<file path="src/rtl/game_time_counter.sv">
// rtl/game_time_counter.sv - countdown game clock: 1 s prescaler, IDLE/RUN/PAUSE/EXPIRED FSM, bonus time
// Optional registered lowTimeWarn output is built only when LOW_TIME_WARN_EN is defined.
module game_time_counter #(
  parameter int unsigned TICKS_PER_SEC = 50_000_000,
  parameter logic [11:0] START_SEC     = 12'd60,
  parameter logic [11:0] BONUS_SEC     = 12'd5,
  parameter logic [11:0] MAX_SEC       = 12'd4095
`ifdef LOW_TIME_WARN_EN
  ,
  parameter logic [11:0] WARN_SEC      = 12'd10
`endif
) (
  input  logic        clk,
  input  logic        reset,
  input  logic        startGame,
  input  logic        pauseToggle,
  input  logic        addBonus,
  output logic [11:0] gameTime,
  output logic        running,
  output logic        oneSecTick,
  output logic        timeUp,
  output logic        lowTimeWarn
);

  localparam int PW = (TICKS_PER_SEC > 1) ? $clog2(TICKS_PER_SEC) : 1;
  localparam logic [PW-1:0] PRE_MAX = PW'(TICKS_PER_SEC - 1);

  typedef enum logic [1:0] {
    IDLE    = 2'd0,
    RUN     = 2'd1,
    PAUSE   = 2'd2,
    EXPIRED = 2'd3
  } state_t;

  state_t          state_q, state_d;
  logic [PW-1:0]   prescaler_q, prescaler_d;
  logic [11:0]     game_time_q, game_time_d;
  logic            running_q, running_d;
  logic            time_up_q, time_up_d;

  logic            tick;
  logic            bonus_ok;
  logic            dec;
  logic            expire;
  logic [12:0]     sum;

  always_ff @(posedge clk) begin
    if (reset) begin
      state_q <= IDLE;
    end else begin
      state_q <= state_d;
    end
  end

  always_comb begin
    state_d = state_q;
    if (startGame) begin
      state_d = RUN;
    end else begin
      case (state_q)
        RUN: begin
          if (expire) begin
            state_d = EXPIRED;
          end else if (pauseToggle) begin
            state_d = PAUSE;
          end
        end
        PAUSE: begin
          if (pauseToggle) begin
            state_d = RUN;
          end
        end
        default: begin
          state_d = state_q;
        end
      endcase
    end
  end

  always_comb begin
    tick      = (state_q == RUN) && (prescaler_q == PRE_MAX);
    running_d = (state_d == RUN);
  end

  // Decrement and bonus share one 13-bit update so a bonus on the last tick prevents expiry.
  always_comb begin
    bonus_ok    = addBonus && ((state_q == RUN) || (state_q == PAUSE));
    dec         = tick && (game_time_q != 12'd0);
    sum         = {1'b0, game_time_q} - {12'd0, dec} + {1'b0, BONUS_SEC};
    expire      = tick && !bonus_ok && (game_time_q <= 12'd1);
    game_time_d = game_time_q;
    prescaler_d = prescaler_q;
    time_up_d   = 1'b0;
    if (startGame) begin
      game_time_d = START_SEC;
      prescaler_d = '0;
    end else begin
      case (state_q)
        RUN:     prescaler_d = tick ? '0 : prescaler_q + PW'(1);
        PAUSE:   prescaler_d = prescaler_q;
        default: prescaler_d = '0;
      endcase
      if (bonus_ok) begin
        game_time_d = (sum > {1'b0, MAX_SEC}) ? MAX_SEC : sum[11:0];
      end else if (dec) begin
        game_time_d = game_time_q - 12'd1;
      end
      time_up_d = expire;
    end
  end

  always_ff @(posedge clk) begin
    if (reset) begin
      game_time_q <= 12'd0;
      prescaler_q <= '0;
      running_q   <= 1'b0;
      time_up_q   <= 1'b0;
    end else begin
      game_time_q <= game_time_d;
      prescaler_q <= prescaler_d;
      running_q   <= running_d;
      time_up_q   <= time_up_d;
    end
  end

  assign gameTime   = game_time_q;
  assign running    = running_q;
  assign oneSecTick = tick;
  assign timeUp     = time_up_q;

`ifdef LOW_TIME_WARN_EN
  logic low_time_warn_q, low_time_warn_d;

  always_comb begin
    low_time_warn_d = ((state_q == RUN) || (state_q == PAUSE)) &&
                      (game_time_q != 12'd0) && (game_time_q <= WARN_SEC);
  end

  always_ff @(posedge clk) begin
    if (reset) begin
      low_time_warn_q <= 1'b0;
    end else begin
      low_time_warn_q <= low_time_warn_d;
    end
  end

  assign lowTimeWarn = low_time_warn_q;
`else
  assign lowTimeWarn = 1'b0;
`endif

endmodule
</file>
<file path="config.mk">
export PLATFORM = sky130hd
export DESIGN_NAME = game_time_counter
export DESIGN_NICKNAME = d
export VERILOG_FILES = /design/src/rtl/game_time_counter.sv
export SDC_FILE = /design/constraint.sdc
export NUM_CORES = 1
export LEC_CHECK = 0
export ABC_AREA = 1
export BUFFER_PORTS_ARGS = -buffer_cell sky130_fd_sc_hd__buf_2
export CAP_MARGIN = 25
export CORE_MARGIN = 2
export CORE_UTILIZATION = 30
export CTS_CLUSTER_SIZE = 28
export DETAILED_ROUTE_END_ITERATION = 16
export PLACE_DENSITY = 0.43
export SLEW_MARGIN = 30
export SYNTH_ARGS = -nofsm -noshare
export SYNTH_HDL_FRONTEND = slang
export SYNTH_SLANG_ARGS = --single-unit
</file>
<file path="constraint.sdc">
create_clock -name clk -period 5.95 [get_ports clk]
set_clock_uncertainty 0.2 [all_clocks]
set_input_delay 0 -clock clk [delete_from_list [all_inputs] [get_ports clk]]
set_output_delay 0 -clock clk [all_outputs]
set_load 0.05 [all_outputs]
</file>
Yosys cells after proc, flatten, opt, wreduce, memory -nomap -nowiden

Index checks and enable logic that the tools add are counted.

Bits in registers: 42

$add $sub $neg: 4
Magnitude comparators: 2
Eq/ne operators: 4
Multiplexer cells: 11
Reductions and logical operators: 11

Operators with widths:

| operator                                                                           | number |
|---|---|
| 26-bit one-hot mux with 2 select lines                                             | 1 |
| 12-bit 2-to-1 mux                                                                  | 3 |
| 26-bit by 1-bit adder with 26-bit output (second input constant)                   | 1 |
| 26-bit equality test (second input constant)                                       | 1 |
| 26-bit 2-to-1 mux                                                                  | 1 |
| 13-bit by 3-bit adder with 13-bit output (second input constant)                   | 1 |
| 13-bit by 12-bit > comparator with 1-bit output (second input constant)            | 1 |
| 12-bit by 1-bit subtractor with 13-bit output                                      | 1 |
| 12-bit by 1-bit less-or-equal comparator with 1-bit output (second input constant) | 1 |
| 12-bit nonzero test                                                                | 1 |
| 12-bit by 1-bit subtractor with 12-bit output (second input constant)              | 1 |
| 2-bit 2-to-1 mux                                                                   | 4 |
| 6-bit 2-to-1 mux                                                                   | 1 |
| 1-bit logical AND                                                                  | 5 |
| 2-bit by 1-bit equality test with 1-bit output (second input constant)             | 2 |
| 2-bit one-hot mux with 2 select lines                                              | 1 |
| 3-bit nonzero test                                                                 | 1 |
| 2-bit equality test (second input constant)                                        | 1 |
| 2-bit nonzero test                                                                 | 1 |
| 2-bit OR reduction                                                                 | 1 |
| 1-bit logical NOT                                                                  | 1 |
| 1-bit logical OR                                                                   | 1 |

Depth between registers and ports, before layout

Gate-level depths: netlist of run 1.

Depth after elaboration: 10
Gate-level depth with buffers: 22
Gate-level depth less buffers: 22

Least setup slack after synthesis of run 1

OpenSTA, ideal clock, no wires.

Path kind: register -> register
Start point: register state_q[1]
End point: register game_time_q[0] (netlist: gameTime[0])
Setup time: 0.128 ns
Arrival time: 2.741 ns
Path slack: 2.882 ns
Stages on the path, launching flop included: 21
Buffers on the path: 1
Path through: dfxtp_1 > inv_1 > ha_1 > nand2_1 > nor3_2 > nand3_1 > nor2_1 > nand3_1 > inv_1 > nand2_1 > ha_1 > ha_1 > inv_1 > nand3_1 > nand3_1 > nand4_1 > nand2_1 > buf_2 > nand2_1 > a22oi_1 > nor2_1

Longest elaborated chain between the ends: 8
Elaborated cells on any way between the ends: 12

RTL lines:

| what                                               | line | RTL |
|---|---|---|
| start: declaration                                 | 35   | `state_t state_q, state_d;` |
| start signal: assignment                           | 51   | `state_q <= state_d;` |
| 2-bit by 1-bit equality test with 1-bit output (*) | 81   | `tick = (state_q == RUN) && (prescaler_q == PRE_MAX);` |
| 1-bit logical AND (*)                              | 81   |  |
| net oneSecTick                                     | 20   | `output logic oneSecTick,` |
| 1-bit logical AND (*)                              | 88   | `dec = tick && (game_time_q != 12'd0);` |
| 12-bit by 1-bit subtractor with 13-bit output      | 89   | `sum = {1'b0, game_time_q} - {12'd0, dec} + {1'b0, BONUS_SEC};` |
| 13-bit by 3-bit adder with 13-bit output           | 89   |  |
| 13-bit by 12-bit > comparator with 1-bit output    | 104  | `game_time_d = (sum > {1'b0, MAX_SEC}) ? MAX_SEC : sum[11:0];` |
| 12-bit 2-to-1 mux                                  | 104  |  |
| 12-bit 2-to-1 mux                                  | 103  | `if (bonus_ok) begin` |
| end signal: assignment                             | 119  | `game_time_q <= game_time_d;` |
| end: declaration                                   | 37   | `logic [11:0] game_time_q, game_time_d;` |

The timed path passes the listed nets; every way through them passes the cells marked *.
A chain may end at the register's enable or synchronous reset.

Worst setup path in the final report of run 1

Start point: register state_q[0]
End point: register game_time_q[5] (netlist: gameTime[5])

Longest elaborated chain between the ends: 9
Elaborated cells on any way between the ends: 13

RTL lines:

| what                                            | line   | RTL |
|---|---|---|
| 2-bit by 1-bit equality test with 1-bit output  | 81, 87 |  |
| 1-bit logical AND                               | 81     |  |
| 1-bit logical AND                               | 88     |  |
| 12-bit by 1-bit subtractor with 13-bit output   | 89     |  |
| 13-bit by 3-bit adder with 13-bit output        | 89     |  |
| 13-bit by 12-bit > comparator with 1-bit output | 104    |  |
| 12-bit 2-to-1 mux                               | 104    |  |
| 12-bit 2-to-1 mux                               | 103    |  |
| 6-bit 2-to-1 mux                                | 94     | `if (startGame) begin` |

Several ways; a longest one is shown, not always the timed one.

==> metrics, run 1 <==
Tcrit/Tclk final 57.19%; initial antenna violation count 0; Nets 579; Syn Nets 560; Hold WC Path Type in -> reg; synthesized area per cell 6.513 um2; Slowest cell on crit path dfxtp_1; fin crit period 3.403 ns; Reg area 840.8 um2; crit-path max cell delay 0.40 ns; worst endpoint data arrival time 3.41 ns; routing usage on met1 19.15%; Vias per Instance 4.802; vias in the first global route 3253; Num Clock Sinks 42; WL final 9344 um; Setup-failing EPs final 0; TritonCTS clock tree yes; Ys Warns 0; Worst Path Max Fanout 12; Worst Min Path Start addBonus; FF-to-FF setup slack 2.55 ns; hold depth 4; unique cell type count in the Yosys netlist 41; H-tree depth 2; instance count of the mapped netlist 526; GR Util met2 27.32%; largest net degree at the start of global routing 29; Routed wire per std cell 13.58 um; max frequency 0.2939 GHz; chip height 110.9 um; GRT Total Usage 15.94%; Place WS 2.553 ns; cell family with most CP delay simple AND/OR/NAND/NOR gates; Placer Congestion 0.8170; DRT antenna net count 0; die width 110.9 um; Starting DRT DRC Count 111; final setup TNS 0 ns; critical path endpoint category register; final hold violations 0; Starting Density 30.39%; busiest grt layer met2; PortBufs 19; RSZ-0062 raised after global routing false; CP most frequent cell nand2_1; Area Overhead vs Synth 11.54%; 1st-pass router iterations 4; power density over the cells 207.3 nW/um2; DP HPWL 6945 um; Startpoint Class register; R2R depth 20; # diodes 0; met3 Use GR 3.882%; DRC 0; cell chain of the critical path ha_1 -> nand2_1 -> nor3_2 -> nand3_1 -> nor2_1 -> nand3_1 -> inv_1 -> nand2_1 -> ha_1 -> ha_1 -> inv_1 -> nand3_1 -> nand3_1 -> nand4_1 -> nand2_1 -> nand2_1 -> nand2_1 -> nand3_1 -> nand2_1 -> inv_1; Post-synth EDFFs 0; share of cells above drive strength 1 11.19%; CTS Root Cell clkbuf_16; hold_ws 0.2622 ns; Clock Latency Late Sink 0.30 ns; Post-synth top flop dfxtp_1; hold endpoint gameTime[6]$_SDFFE_PP0P_; sequential share of the synthesized area 24.54%; Setup Crit Path Kind reg -> reg; Ports 21; worst setup slack after layout 2.547 ns; routed via count 3304; utilization after layout 33.90%; Post-CTS Resized 0; Lkg Pwr 1.639 nW; worst flop-to-flop path startpoint state_q[0]$_SDFF_PP0_; total global routing overflow 0; TritonCTS Buffers 5; Worst-path clk slew 0.07 ns; worst vdd ir 101.0 uV; multi-input logic area 2260 um2; Fill cells 1261; Core ar. 11270 um2; Worst EP required 5.95 ns; ys async rst share 0%; actual slew at the worst max-slew pin 0.7229 ns; post-synthesis register bit count 42; crit path buf inv count 3; status finished clean; max_cap viols 0; max-slew violation count 0; Die ar. 12290 um2; Netlist Area Pre-Place 3426 um2; relative slew slack 51.63%; first-pass GRT wire length 15790 um; r2r endpoint gameTime[5]$_SDFFE_PP0P_; Row Count 39; CTS max path bufs 2
## flip-flops by register name, summed over array words and instances (netlist names)
| signal | count |
|---|---|
| timeUp | 1 |
| running | 1 |
| prescaler_q | 26 |
| state_q | 2 |
| gameTime | 12 |
## kinds of logic after synthesis
group	Yosys count	synth area share (%)
other cells	1	0.1095
buf+inv	81	9.569
fa+ha+maj	29	10.59
flops	42	24.54
compound gates	94	15.23
xor+xnor	19	4.858
simple gates	260	35.10
## where the power goes
| part | internal [mW] | total (mW) | switching (mW) | leakage, nW |
|---|---|---|---|---|
| clock network | 0.152 | 0.272 | 0.120 | 0.0694 |
| registers | 0.288 | 0.297 | 0.00899 | 0.341 |
| logic | 0.0681 | 0.223 | 0.155 | 1.23 |
| total | 0.508 | 0.792 | 0.284 | 1.64 |
## synthesized netlist by cell type (3+ instances only)
master    count  area [um2]
xor2_1       16       140.1
inv_1        60       225.2
a21oi_1      47       235.2
dfxtp_1      42       840.8
clkbuf_1      7       26.28
nand3_2       3       30.03
o21ai_1       6       30.03
inv_2         8       30.03
nor2_2        3       18.77
o211ai_1      3       22.52
nor2_4        5       56.30
nand2_4       3       33.78
ha_1         29       362.9
nor2_1       63       236.5
nand2_2       6       37.54
nor3_1        8       40.04
o21ai_0      22       110.1
o31ai_1       4       30.03
nand3_1      30       150.1
nand4_1      11       68.82
nand2_1     121       454.2
xnor2_1       3       26.28
## worst max path at each step
stage	start	end	slack [ns]	cells after the start
floorplan	state_q[1]$_SDFF_PP0_	gameTime[0]$_SDFFE_PP0P_	2.88	20
global placement	state_q[0]$_SDFF_PP0_	gameTime[5]$_SDFFE_PP0P_	2.49	20
detailed placement	state_q[0]$_SDFF_PP0_	gameTime[5]$_SDFFE_PP0P_	2.55	20
CTS	state_q[0]$_SDFF_PP0_	gameTime[5]$_SDFFE_PP0P_	2.52	20
global route	state_q[1]$_SDFF_PP0_	gameTime[3]$_SDFFE_PP0P_	2.25	20
finish	state_q[0]$_SDFF_PP0_	gameTime[5]$_SDFFE_PP0P_	2.55	20
## placed cells by master (no fill, tap or decap), types with 8 or more instances in the layout
| master | count |
|---|---|
| xor2_1 | 16 |
| inv_2 | 8 |
| nand2_1 | 121 |
| o21ai_0 | 22 |
| nand3_1 | 30 |
| buf_2 | 19 |
| nand4_1 | 11 |
| nor2_1 | 63 |
| inv_1 | 60 |
| dfxtp_1 | 42 |
| a21oi_1 | 47 |
| ha_1 | 28 |
| nor3_1 | 8 |
## per-layer routing
metal	part of all wire, %	vias up
li1	-	1744
met1	47	1512
met2	48	39
met3	3.0	9
met4	2.1	0
met5	0	-
## area by class of cell
cell class	count	area share, %
clock inverters	2	0.2620
clock buffers	5	3.274
well taps	143	4.682
inverters	69	6.843
flip-flops and latches	42	22.00
multi-input cells	403	59.14
repair buffers	24	3.798
## what timing repair did
action | 4_1_cts | 5_1_grt
hold buffers | 5 | 0
endpoints found under the setup margin | 0 | 0
setup buffers | 0 | 0
endpoints found under the hold margin | 7 | 0
## metrics by stage
step	std cells	total power [mW]	instance area, um2
after global placement	676	0.5283	3633
after CTS	688	0.8128	3821
final	688	0.7923	3821
after detailed placement	676	0.5239	3636
after floorplan	526	0.4726	3426
after global routing	688	0.8479	3821
## worst min-delay path: stages
cell	delay, ns
buf_2	0.08
nand2_1	0.35
o21ai_0	0.20
a21oi_1	0.08
Power figures use the tool's default switching activity.
==> run 2, diff against run 1 <==
--- a/config.mk
+++ b/config.mk
@@ -5,14 +5,14 @@
 export SDC_FILE = /design/constraint.sdc
 export NUM_CORES = 1
 export LEC_CHECK = 0
-export ABC_AREA = 1
+export ABC_AREA = 0
 export BUFFER_PORTS_ARGS = -buffer_cell sky130_fd_sc_hd__buf_2
 export CAP_MARGIN = 25
 export CORE_MARGIN = 2
 export CORE_UTILIZATION = 30
 export CTS_CLUSTER_SIZE = 28
 export DETAILED_ROUTE_END_ITERATION = 16
-export PLACE_DENSITY = 0.43
+export PLACE_DENSITY = 0.45
 export SLEW_MARGIN = 30
 export SYNTH_ARGS = -nofsm -noshare
 export SYNTH_HDL_FRONTEND = slang
==> constraint.sdc (replaced) <==
create_clock -name clk -period 2.7 [get_ports clk]
set_clock_uncertainty 0.2 [all_clocks]
set_input_delay 0 -clock clk [delete_from_list [all_inputs] [get_ports clk]]
set_output_delay 0 -clock clk [all_outputs]
set_load 0.05 [all_outputs]
==> run 2 against run 1 <==
Count of clock-buffer cells in the layout unchanged. Global-route usage down 0.29 points. Highest routed layer unchanged. Cell count is 12% lower. Utilization rose by 9.8 points. The run now ends with setup timing left.
==> metrics, run 2 <==
sequential share of the synthesized area 27.35% (+2.8 points); die width 105.2 um (-5.1%); Setup-failing EPs final 12 (+12); Syn Nets 416 (-26%); TritonCTS Buffers 5 (unchanged); worst endpoint data arrival time 3.02 ns (-0.39 ns); Ys Warns 0 (unchanged); first-pass GRT wire length 14250 um (-9.7%); Tcrit/Tclk final 111.9% (+55 points); Setup Crit Path Kind reg -> reg; max frequency 0.3309 GHz (+13%); WL final 8611 um (-7.8%); Post-Synth Simple-Gate Area 25.64% (-9.5 points); Clock Latency Late Sink 0.30 ns (about the same); most common cell in the netlist dfxtp_1; Post-synth top cells dfxtp_1 (42), inv_1 (31), ha_1 (29); Fill cells 993 (-21%); Worst-path clk slew 0.10 ns (+0.03 ns); main combinational cell family by area after synthesis simple AND/OR/NAND/NOR gates; share of cells above drive strength 1 37.84% (+27 points); Routed wire per std cell 14.21 um (+4.6%); ys async rst share 0% (unchanged); max-slew violation count 0 (unchanged); routed via count 3076 (-6.9%); critical path endpoint category register; Area Overhead vs Synth 40.37%; status finished, violations left; Worst Path Max Fanout 4 (-8); instance count of the mapped netlist 382 (-27%); Netlist Area Pre-Place 3074 um2 (-10%); Reg with most FFs prescaler_q; final instance area 4315 um2 (+13%); dominant cells by area after synthesis dfxtp_1 (27%), ha_1 (12%), a21oi_1 (4.1%); commonest non-fill, non-tap cell in the layout buf_4; Nets 506 (-13%); hold depth 5 (+1); Startpoint Class register; R2R depth 14 (-30%); Num Clock Sinks 42 (unchanged); fraction of the mapped netlist area in compound gates 23.48% (+8.3 points); CTS Root Cell clkbuf_8; # diodes 0 (unchanged); DRC 0 (unchanged); largest net degree at the start of global routing 34 (+17%); worst flop-to-flop path startpoint prescaler_q[0]$_SDFFE_PP0N_; max_cap viols 0 (unchanged); Starting Density 31.16% (+0.77 points); worst vdd ir 267.4 uV (+160%); Ports 21 (unchanged); r2r endpoint gameTime[3]$_SDFFE_PP0P_; largest area contributor in the netlist dfxtp_1; failing checks setup timing; Hold WC Path Type in -> reg; GRT Total Usage 15.64% (-0.29 points); 1st-pass router iterations 4 (unchanged); commonest non-fill, non-tap cells in the layout buf_4 (75), nor2_1 (27), a21oi_1 (24), nand2_1 (23); Post-synth EDFFs 0 (unchanged); worst setup slack after layout -0.3225 ns (-2.869 ns); Vias per Instance 5.076 (+5.7%); Worst EP required 2.69 ns (-3.26 ns); Core ar. 9864 um2 (-12%); actual slew at the worst max-slew pin 0.8048 ns (+0.08189 ns); chip height 105.2 um (-5.1%); multiplexer area fraction after synthesis 0.3256% (+0.33 points); DP HPWL 6469 um (-6.9%); total global routing overflow 0 (unchanged); unique cell type count in the Yosys netlist 59 (+44%); PortBufs 19 (unchanged); Post-Synth Adder-Cell Area 11.80% (+1.2 points); Starting DRT DRC Count 85 (-23%); Place WS -0.6575 ns (-3.210 ns); post-synthesis register bit count 42 (unchanged); max reg flops 26 (unchanged); relative slew slack 46.35% (-5.3 points); Placer Congestion 0.8157 (-0.16%); final hold violations 0 (unchanged); synthesized area per cell 8.048 um2 (+24%); Post-DP Area 3966 um2 (+9.1%); hold endpoint gameTime[1]$_SDFFE_PP0P_; Lkg Pwr 1.707 nW (+4.1%); post-synthesis xor/xnor area fraction 4.274% (-0.58 points); Row Count 36 (-7.7%); Tot Pwr 1.707 mW (+120%); vias in the first global route 2959 (-9.0%); fin crit period 3.022 ns (-0.3806 ns); Yosys top cell area share 27.35% (+2.8 points); Post-synth top flop dfxtp_1; Worst Min Path Start addBonus; H-tree depth 2 (unchanged); RSZ-0062 raised after global routing true; TritonCTS clock tree yes; FF-to-FF setup slack -0.32 ns (-2.87 ns); CTS max path bufs 2 (unchanged); DRT antenna net count 0 (unchanged); power density over the cells 395.6 nW/um2 (+91%); Die ar. 11070 um2 (-9.9%); initial antenna violation count 0 (unchanged)
-- run 2: cell types whose count changed after synthesis, moves of 12 or more --
cell | previous run | this run
nand3_1 | 30 | 13
nor2_1 | 63 | 27
nand2_1 | 121 | 23
xor2_1 | 16 | 1
nor3_1 | 8 | 20
inv_1 | 60 | 31
a21oi_1 | 47 | 25
-- run 2: what timing repair did --
action | in CTS | in global routing
setup buffers | 2 | 2
pin swaps | 11 | 11
endpoints found under the setup margin | 12 | 12
gates resized for setup | 23 | 13
endpoints found under the hold margin | 9 | 0
hold buffers | 3 | 0
-- run 2: worst max-delay path by stage --
stage	to	startpoint
final	gameTime[3]$_SDFFE_PP0P_	prescaler_q[0]$_SDFFE_PP0N_
after global placement	gameTime[2]$_SDFFE_PP0P_	prescaler_q[8]$_SDFFE_PP0N_
after CTS	gameTime[2]$_SDFFE_PP0P_	prescaler_q[15]$_SDFFE_PP0N_
after global routing	gameTime[10]$_SDFFE_PP0P_	prescaler_q[0]$_SDFFE_PP0N_
after floorplan	gameTime[11]$_SDFFE_PP0P_	gameTime[5]$_SDFFE_PP0P_
after detailed placement	gameTime[2]$_SDFFE_PP0P_	prescaler_q[8]$_SDFFE_PP0N_
-- run 2: routing by layer --
metal,share of wire (%),track usage [%],vias up
met3,1.9,2.226,2
li1,-,-,1589
met1,48,20.36,1462
met5,0,0,-
met2,50,27.60,23
met4,0.39,2.857,0
-- run 2: cells by family after synthesis --
logic type,count (synthesis)
other,1
and+or+nand+nor,140
adders and majority gates,29
buffers and inverters,50
DFF,42
muxes,1
xor gates and xnor gates,15
AOI/OAI and AO/OA,104
-- run 2: metrics by stage --
step | hold WS (ns) | utilization [%] | TNS, ns | cells
global placement | 0.1047 | 40.21 | -7.811 | 592
floorplan | -0.04575 | - | -4.476 | 382
finish | 0.1383 | 43.75 | -3.516 | 606
detailed placement | 0.1087 | 40.21 | -7.156 | 592
global route | 0.1942 | 43.75 | -5.944 | 606
CTS | 0.1478 | 42.74 | -4.922 | 604
-- run 2: final cells by class --
class                   count  area (um2)  share of cell area (%)
repair buffers            101       733.2                   16.99
well taps                 133       166.4                   3.856
clock buffers               5       68.82                   1.595
clock inverters             3       42.54                  0.9858
multi-input cells         290        2286                   52.97
inverters                  32       132.6                   3.073
flip-flops and latches     42       885.9                   20.53
-- run 2: worst max-delay path: stages, from the launching register on --
cell	delay, ns
dfxtp_2	0.37
ha_4	0.15
nand3_4	0.10
nor4_4	0.38
nand3_4	0.12
ha_4	0.17
ha_4	0.17
nor4b_4	0.25
o31ai_2	0.12
and4_4	0.18
o21a_2	0.24
nor3_4	0.17
buf_6	0.16
buf_6	0.09
a2bb2oi_1	0.04
-- run 2: power by group --
part / total, mW / switching, mW / internal [mW]
Clock: 0.523 / 0.246 / 0.277
Combinational: 0.546 / 0.313 / 0.233
Sequential: 0.639 / 0.00932 / 0.629
